File: src/rtl/nap_countdown_4bit.sv
// Nap countdown: loads a 4-bit preset, decrements it once every TICK_DIV cycles,
// and supports start/pause/resume/clear with a done level and a done pulse.
module nap_countdown_4bit #(
  parameter int TICK_DIV = 1000
) (
  input  logic       CLK,
  input  logic       RST,
  input  logic [3:0] Din,
  input  logic       Start,
  input  logic       Pause,
  input  logic       Clear,
  output logic [3:0] Remain,
  output logic       Busy,
  output logic       Done,
  output logic       DonePulse
);

  localparam int PW = $clog2(TICK_DIV);
  localparam logic [PW-1:0] PRESC_MAX = PW'(TICK_DIV - 1);

  typedef enum logic [1:0] {
    IDLE  = 2'd0,
    RUN   = 2'd1,
    PAUSE = 2'd2,
    DONE  = 2'd3
  } state_e;

  state_e        state_q, state_d;
  logic [3:0]    remain_q, remain_d;
  logic [PW-1:0] presc_q, presc_d;
  logic          busy_q, busy_d;
  logic          done_q, done_d;
  logic          pulse_q, pulse_d;

  // Next-state, count and output decode; outputs are derived from the next state
  // so every output leaves the block straight from a flop.
  always_comb begin
    state_d  = state_q;
    remain_d = remain_q;
    presc_d  = presc_q;
    pulse_d  = 1'b0;

    if (Clear) begin
      state_d  = IDLE;
      remain_d = 4'd0;
      presc_d  = '0;
    end else begin
      case (state_q)
        IDLE, DONE: begin
          if (Start) begin
            presc_d = '0;
            if (Din != 4'd0) begin
              state_d  = RUN;
              remain_d = Din;
            end else begin
              state_d  = DONE;
              remain_d = 4'd0;
              pulse_d  = 1'b1;
            end
          end else begin
            state_d = state_q;
          end
        end
        RUN: begin
          // Pause freezes the count even when the tick would have landed now.
          if (Pause) begin
            state_d = PAUSE;
          end else if (presc_q == PRESC_MAX) begin
            presc_d  = '0;
            remain_d = remain_q - 4'd1;
            if (remain_q == 4'd1) begin
              state_d = DONE;
              pulse_d = 1'b1;
            end else begin
              state_d = RUN;
            end
          end else begin
            presc_d = presc_q + PW'(1);
          end
        end
        PAUSE: begin
          if (Start) begin
            state_d = RUN;
          end else begin
            state_d = PAUSE;
          end
        end
        default: begin
          state_d  = IDLE;
          remain_d = 4'd0;
          presc_d  = '0;
        end
      endcase
    end

    busy_d = (state_d == RUN) || (state_d == PAUSE);
    done_d = (state_d == DONE);
  end

  // State, count and registered-output flops with asynchronous active-low reset.
  always_ff @(posedge CLK or negedge RST) begin
    if (!RST) begin
      state_q  <= IDLE;
      remain_q <= 4'd0;
      presc_q  <= '0;
      busy_q   <= 1'b0;
      done_q   <= 1'b0;
      pulse_q  <= 1'b0;
    end else begin
      state_q  <= state_d;
      remain_q <= remain_d;
      presc_q  <= presc_d;
      busy_q   <= busy_d;
      done_q   <= done_d;
      pulse_q  <= pulse_d;
    end
  end

  assign Remain    = remain_q;
  assign Busy      = busy_q;
  assign Done      = done_q;
  assign DonePulse = pulse_q;

endmodule

File: config.mk
export PLATFORM = sky130hd
export DESIGN_NAME = nap_countdown_4bit
export DESIGN_NICKNAME = d
export VERILOG_FILES = /design/src/rtl/nap_countdown_4bit.sv
export SDC_FILE = /design/constraint.sdc
export NUM_CORES = 1
export LEC_CHECK = 0
export ABC_CLOCK_PERIOD_IN_PS = 3700
export CORE_MARGIN = 1
export CORE_UTILIZATION = 39
export DETAILED_ROUTE_END_ITERATION = 16
export GPL_TIMING_DRIVEN = 0
export PLACE_DENSITY = 0.64
export SETUP_SLACK_MARGIN = 0.4
export SLEW_MARGIN = 25
export SYNTH_ARGS = -nofsm -noshare
export SYNTH_HDL_FRONTEND = slang
export SYNTH_SLANG_ARGS = --single-unit
File: constraint.sdc
create_clock -name CLK -period 3.7 [get_ports CLK]
set_input_delay 0.555 -clock CLK [delete_from_list [all_inputs] [get_ports CLK]]
set_output_delay 0.555 -clock CLK [all_outputs]
set_load 0.01 [all_outputs]
==> results of run 1 <==
==> cells by family after synthesis <==
| logic type | count (synthesis) | share of synthesized area |
|---|---|---|
| buffers and inverters | 12 | 0.0389 |
| AND/OR/NAND/NOR | 56 | 0.274 |
| XOR/XNOR | 2 | 0.0143 |
| adder cells (fa/ha/maj) | 7 | 0.0716 |
| flip-flops | 19 | 0.389 |
| AO/OA/AOI/OAI | 35 | 0.187 |
| multiplexers | 3 | 0.0246 |
==> sequential cells by signal, indices dropped and copies added, names as in the netlist <==
signal / cells
presc_q: 10
Busy: 1
state_q: 2
Remain: 4
Done: 1
DonePulse: 1
==> metrics by stage <==
stage          cells   util
3_5_place_dp     180  0.495
2_1_floorplan    134      -
5_1_grt          184  0.504
3_3_place_gp     180  0.495
6_report         184  0.504
4_1_cts          184  0.504
==> synthesized netlist by cell type (all sizes together) <==
cell type	n
nor2	6
or4	6
o32ai	1
or4b	2
nand4b	1
a311o	1
a21boi	1
xnor2	1
nand2b	2
or3	3
nand4bb	1
o31ai	6
nor4	1
o21a	1
a211oi	2
ha	7
a221o	1
nand3b	1
nand4	2
nor3	4
clkbuf	3
o21bai	1
xor2	1
buf	2
nor2b	2
and3	1
dfrtp	19
mux2i	3
nand3	11
a31oi	4
a21oi	13
nor3b	1
inv	7
nand2	10
and4	1
or2	1
o21ai	3
a311oi	1
==> cell usage in the layout (no fill, tap or decap), drive strengths merged, types with 3 or more instances in the layout <==
| cell type | count |
|---|---|
| clkdlybuf4s50 | 15 |
| dfrtp | 19 |
| a21oi | 13 |
| or4 | 6 |
| or3 | 3 |
| nor2 | 6 |
| nand3 | 11 |
| ha | 7 |
| o31ai | 6 |
| nor3 | 4 |
| o21ai | 3 |
| nand2 | 10 |
| mux2i | 3 |
| clkbuf | 7 |
| inv | 7 |
| a31oi | 4 |
==> power breakdown <==
part,total [W],switching [W],internal (W)
sequential,0.000229,0.0000106,0.000219
clock,0.000104,0.0000618,0.0000420
combinational,0.000137,0.0000776,0.0000596
total,0.000470,0.000150,0.000320
==> metal layers <==
metal | global-route usage | wire length [microns]
met5 | 0 | 0
met4 | 0.0408 | 24
met3 | 0.0536 | 109
met2 | 0.276 | 1280
met1 | 0.234 | 1240
==> layout make-up <==
cell class | count | area [sq um]
multi-input cells | 103 | 699
repair buffers | 15 | 150
fillers | 278 | 1420
flip-flops and latches | 19 | 475
plain buffers | 5 | 21.3
clock buffers | 4 | 26.3
inverters | 7 | 26.3
well taps | 31 | 38.8
==> tightest hold or removal path, cell delays in order (launching register included) <==
cell and delay, ps:
dfrtp_1 410, nand2_1 60, a21oi_1 60
==> worst max-delay path by stage <==
| stage | from | slack, ps | to | depth (start not counted) |
|---|---|---|---|---|
| 2_1_floorplan | state_q[1]$_DFF_PN0_ | 1630 | Remain[1]$_DFFE_PN0P_ | 7 |
| 3_5_place_dp | Start | 1120 | presc_q[8]$_DFFE_PN0P_ | 6 |
| 5_1_grt | state_q[0]$_DFF_PN0_ | 1150 | presc_q[3]$_DFFE_PN0P_ | 8 |
| 3_3_place_gp | Start | 1170 | presc_q[8]$_DFFE_PN0P_ | 6 |
| 6_report | state_q[1]$_DFF_PN0_ | 1290 | presc_q[4]$_DFFE_PN0P_ | 7 |
| 4_1_cts | state_q[0]$_DFF_PN0_ | 1320 | presc_q[4]$_DFFE_PN0P_ | 8 |
==> metrics.md, run 1 <==
| Metric | Value |
|---|---|
| Status | finished with violations |
| Failing checks | design-rule violations |
| Skew-Pair Late Insertion Delay | 300 ps |
| WHS | between 500 and 600 ps |
| Clock Sinks | 19 |
| Crit path time final | 2410 ps |
| Initial Util | 0.429 |
| DP HPWL | 2010 microns |
| Reg2reg path depth | 7 |
| Syn Nets | 150 |
| Vias in the first global route | between 1000 and 1500 |
| NumNets Final | 170 |
| Row cnt | 19 |
| Max clock buf depth | 2 |
| Post-CTS Hold Buffers | 0 |
| Drt drc | 2 |
| Pre-Repair DR Iteration Count | 10 |
| Post-CTS sizing | 0 |
| CORE AREA | 2850 sq um |
| Post-Place Setup Slack | 1120 ps |
| Top post-synthesis cells by area | dfrtp_1 (39%), ha_1 (7.2%), a21oi_1 (4.9%) |
| Crit path max fanout | 10 |
| HP Start | presc_q[1]$_DFFE_PN0P_ |
| Hold WC Path Type | register to register |
| First-pass GRT wire length | 4510 microns |
| Reg-to-Reg End | presc_q[4]$_DFFE_PN0P_ |
| All-Layer GR Usage | 0.174 |
| CTS Buf Count | 3 |
| Worst R2R Setup Slack | ~1300 ps |
| Worst slew margin | 0.436 |
| PD cells | 327 nW/um^2 |
| Critical Path RT | 3920 ps |
| GRT overflow | 0 |
| Critical path class | register to register |
| Drt total wl | approximately 2700 microns |
| End point of the worst hold path | presc_q[1]$_DFFE_PN0P_ |
| Crit end category | register |
| TNS Setup | 0 ps |
| RSZ-0062 raised after global routing | no |
| Setup crit start kind | register |
| Critical Path, Cell by Cell | ha_1 -> buf_2 -> or2_2 -> a31oi_1 -> clkbuf_1 -> o21ai_0 -> a21oi_1 |
| Final Cycle Share | 0.651 |
| Diode count | 0 |
| Die Height | 58.0 microns |
| Yosys top cell by area | dfrtp_1 |
| Design area | 1440 sq um |
| Initial antenna violation count | 0 |
| Yosys reg bits | 19 |
| Critical path data arrival time | 2630 ps |
| Final Slew Violations | 0 |
| Number of port buffers | 15 |
| Die area | 3360 sq um |
| Area delta synth->final | 17.6% |
| DRT antenna net count | 0 |
| WHS Path Cells | 2 |
| RR Startpoint | state_q[1]$_DFF_PN0_ |
| Clock tree from TritonCTS | built |
| Avg Inst Size Synth | 9.12 sq um |
| Post-synthesis sequential area ratio | 0.389 |
| Via count | 1110 |
| Fmax | around 420 MHz |
| MaxCap Viol Count | 0 |
| Static Leak | 0.557 nW |
| Setup-failing EPs final | 0 |
| Largest stage delay on the critical path | 460 ps |
| Ys Warns | 0 |
| Mapped Area | approximately 1200 sq um |
| GPL Wtd Cong | about 0.84 |
| Crit-path leading delay family | compound AO/OA/AOI/OAI gates |
| Cell count after synthesis | 134 |
| Number of distinct library cells after synthesis | 39 |
| Final hold violation count | 0 |
| Critical-path top delay cell | dfrtp_1 |
| Total Power | about 0.00047 W |
| Top Ports | 16 |
| Worst-Margin Slew | approximately 840 ps |
| DP Area | 1410 sq um |
| DR WL/cell | ~14 microns |
| Maximum VDD drop | around 0.00019 V |
| Vias/cell | between 6 and 7 |
| Clock transition at the registers of the reported paths | roughly 100 ps |
| H-Tree Depth | 1 |
| First DRT Iteration DRCs | 50 |
| Post-synth top area share | 0.389 |
| Setup ws final | between 1000 and 1500 ps |
| Post-CTS setup buffers | 0 |
| Pin count of the biggest net entering global routing | 20 |
| Layout cell share with drive strength beyond 1 | 0.0654 |
| WP buf/inv | 2 |
| Clock skew | 3.96 ps |
| Root Driver | clkbuf_4 |
| Die W | 58.0 microns |
(Power assumes the default switching activity.)
==> run 2, diff against run 1 <==
--- a/config.mk
+++ b/config.mk
@@ -5,12 +5,12 @@
 export SDC_FILE = /design/constraint.sdc
 export NUM_CORES = 1
 export LEC_CHECK = 0
-export ABC_CLOCK_PERIOD_IN_PS = 3700
+export ABC_CLOCK_PERIOD_IN_PS = 2200
 export CORE_MARGIN = 1
 export CORE_UTILIZATION = 39
 export DETAILED_ROUTE_END_ITERATION = 16
 export GPL_TIMING_DRIVEN = 0
-export PLACE_DENSITY = 0.64
+export PLACE_DENSITY = 0.66
 export SETUP_SLACK_MARGIN = 0.4
 export SLEW_MARGIN = 25
 export SYNTH_ARGS = -nofsm -noshare
==> constraint.sdc (replaced) <==
create_clock -name CLK -period 2.2 [get_ports CLK]
set_input_delay 0.33 -clock CLK [delete_from_list [all_inputs] [get_ports CLK]]
set_output_delay 0.33 -clock CLK [all_outputs]
set_load 0.01 [all_outputs]
==> metrics.md, run 2 (synthesis results as in run 1) <==
| Metric | Value |
|---|---|
| Fill cells | 262 (-5.8%) |
| Die area | 3360 sq um (unchanged) |
| Layout cell share with drive strength beyond 1 | 0.265 (+0.200) |
| CORE AREA | 2850 sq um (unchanged) |
| Reg-to-Reg End | Remain[1]$_DFFE_PN0P_ |
| Crit end category | register |
| Static Leak | 0.680 nW (+22%) |
| Max clock buf depth | 2 (unchanged) |
| Crit path max fanout | 3 (-7) |
| CTS Buf Count | 3 (unchanged) |
| PD cells | 533 nW/um^2 (+63%) |
| Reg2reg path depth | 8 (+1) |
| Hold WC Path Type | primary input to async pin |
| GRT overflow | 0 (unchanged) |
| RR Startpoint | state_q[0]$_DFF_PN0_ |
| Post-CTS Hold Buffers | 0 (unchanged) |
| Clock transition at the registers of the reported paths | 120 ps (+20 ps) |
| Failing checks | design-rule violations |
| Vias in the first global route | 1135 (+13%) |
| Vias/cell | 5.95 (-1.4%) |
| Critical path data arrival time | 2300 ps (-330 ps) |
| Root Driver | clkbuf_4 |
| Diode count | 0 (unchanged) |
| Area delta synth->final | 37.9% |
| First-pass GRT wire length | 5110 microns (+13%) |
| Die Height | 58.0 microns (unchanged) |
| Fmax | 486 MHz (+17%) |
| Status | finished with violations |
| Largest stage delay on the critical path | 500 ps (+40 ps) |
| DP HPWL | 2050 microns (+2.2%) |
| Final hold violation count | 0 (unchanged) |
| Most common cell after layout, fill and taps aside | dfrtp_1 |
| Drt total wl | 3200 microns (+21%) |
| Worst slew margin | 0.435 (-0.00101) |
| Skew-Pair Late Insertion Delay | 310 ps (about the same) |
| Worst-Margin Slew | 844 ps (+1.51 ps) |
| Critical-path top delay cell | or4_4 |
| All-Layer GR Usage | 0.199 (+0.0254) |
| Initial Util | 0.429 (unchanged) |
| Most frequent CP cell | buf_6 |
| GPL Wtd Cong | 0.834 (-0.69%) |
| MaxCap Viol Count | 0 (unchanged) |
| Setup-failing EPs final | 0 (unchanged) |
| Setup crit start kind | register |
| Top Ports | 16 (unchanged) |
| Max reg flops | 10 (unchanged) |
| Clock tree from TritonCTS | built |
| Number of port buffers | 15 (unchanged) |
| Die W | 58.0 microns (unchanged) |
| Worst R2R Setup Slack | 140 ps (-1150 ps) |
| H-Tree Depth | 1 (unchanged) |
| First DRT Iteration DRCs | 32 (-36%) |
| RSZ-0062 raised after global routing | yes |
| Drt drc | 1 (-1) |
| Design area | 1690 sq um (+17%) |
| Row cnt | 19 (unchanged) |
| Pre-Repair DR Iteration Count | 10 (unchanged) |
| Crit path time final | 2060 ps (-350 ps) |
| Critical Path, Cell by Cell | inv_2 -> ha_4 -> buf_6 -> mux2i_1 -> or4_4 -> buf_6 -> a221o_1 -> a21oi_2 |
| Final Cycle Share | 0.935 (+0.284) |
| Critical Path RT | 2440 ps (-1480 ps) |
| Pin count of the biggest net entering global routing | 20 (unchanged) |
| DP Area | 1440 sq um (+1.9%) |
| Final Slew Violations | 0 (unchanged) |
| Fin cells | 197 (+7.1%) |
| Clock Sinks | 19 (unchanged) |
| TNS Setup | 0 ps (unchanged) |
| Via count | 1172 (+5.6%) |
| Clock skew | 10.8 ps (+6.85 ps) |
| Critical path class | register to register |
| Initial antenna violation count | 0 (unchanged) |
| NumNets Final | 183 (+7.6%) |
| Commonest non-fill, non-tap cells in the layout | dfrtp_1 (19), clkdlybuf4s50_1 (15), buf_4 (13), a21oi_1 (11), nand3_1 (9) |
| DR WL/cell | 16.2 microns (+13%) |
| Maximum VDD drop | 0.000401 V (+120%) |
| DRT antenna net count | 0 (unchanged) |
| Placed cell count | 180 (unchanged) |
| Most flops, register | presc_q |
[run 2: worst max path at each step]
stage,from,to,slack (ps),cells after the start
2_1_floorplan,state_q[1]$_DFF_PN0_,Remain[1]$_DFFE_PN0P_,180,7
3_3_place_gp,Start,presc_q[8]$_DFFE_PN0P_,-130,6
3_5_place_dp,Start,Remain[0]$_DFFE_PN0P_,-120,6
4_1_cts,state_q[0]$_DFF_PN0_,Remain[1]$_DFFE_PN0P_,130,8
5_1_grt,state_q[0]$_DFF_PN0_,Remain[1]$_DFFE_PN0P_,110,8
6_report,state_q[0]$_DFF_PN0_,Remain[1]$_DFFE_PN0P_,140,8
[run 2: per-stage QoR]
step	setup WS (ps)	util	total power, W	hold slack [ps]
final	143	0.591	0.000898	495
after global placement	-130	0.504	0.000627	550
after floorplan	179	-	0.000543	34.4
after global routing	108	0.591	0.000950	587
after detailed placement	-124	0.504	0.000634	563
after CTS	129	0.568	0.000874	532
[run 2: routing by layer]
| layer | global-route usage | vias to the layer above | share of wire |
|---|---|---|---|
| li1 | - | 571 | - |
| met3 | 0.0424 | 2 | 0.046 |
| met2 | 0.345 | 34 | 0.49 |
| met5 | 0 | - | 0 |
| met4 | 0.0510 | 0 | 0.0047 |
| met1 | 0.253 | 565 | 0.46 |
[run 2: final cells by class]
cell class,count,area (sq um),area share
clock buffers,4,26.3,0.0156
multi-input cells,103,823,0.488
repair buffers,28,248,0.147
inverters,7,26.3,0.0156
plain buffers,5,47.5,0.0282
well taps,31,38.8,0.0230
flip-flops and latches,19,475,0.282
[run 2: worst max-delay path: cells and delay by family, from the launching register on]
kind            cells  cell delay (ps)
simple gates        1              500
flops               1              420
compound gates      2              410
buf+inv             3              350
fa+ha+maj           1              200
mux                 1              120
[run 2: repair_timing]
action | 4_1_cts | 5_1_grt
resized for setup | 17 | 10
setup endpoints to repair | 16 | 14
pin swaps | 3 | 1
setup buffers | 11 | 2
[run 2: power by group]
| part | internal, W | switching [W] | total (W) |
|---|---|---|---|
| combinational | 0.000163 | 0.000164 | 0.000327 |
| sequential | 0.000368 | 0.0000192 | 0.000387 |
| clock | 0.0000707 | 0.000113 | 0.000184 |
==> run 3, diff against run 2 <==
--- a/config.mk
+++ b/config.mk
@@ -12,7 +12,6 @@
 export GPL_TIMING_DRIVEN = 0
 export PLACE_DENSITY = 0.66
 export SETUP_SLACK_MARGIN = 0.4
-export SLEW_MARGIN = 25
 export SYNTH_ARGS = -nofsm -noshare
 export SYNTH_HDL_FRONTEND = slang
 export SYNTH_SLANG_ARGS = --single-unit
==> results of run 3 <==
Final layout, timing and power as in run 2 (identical DEF).
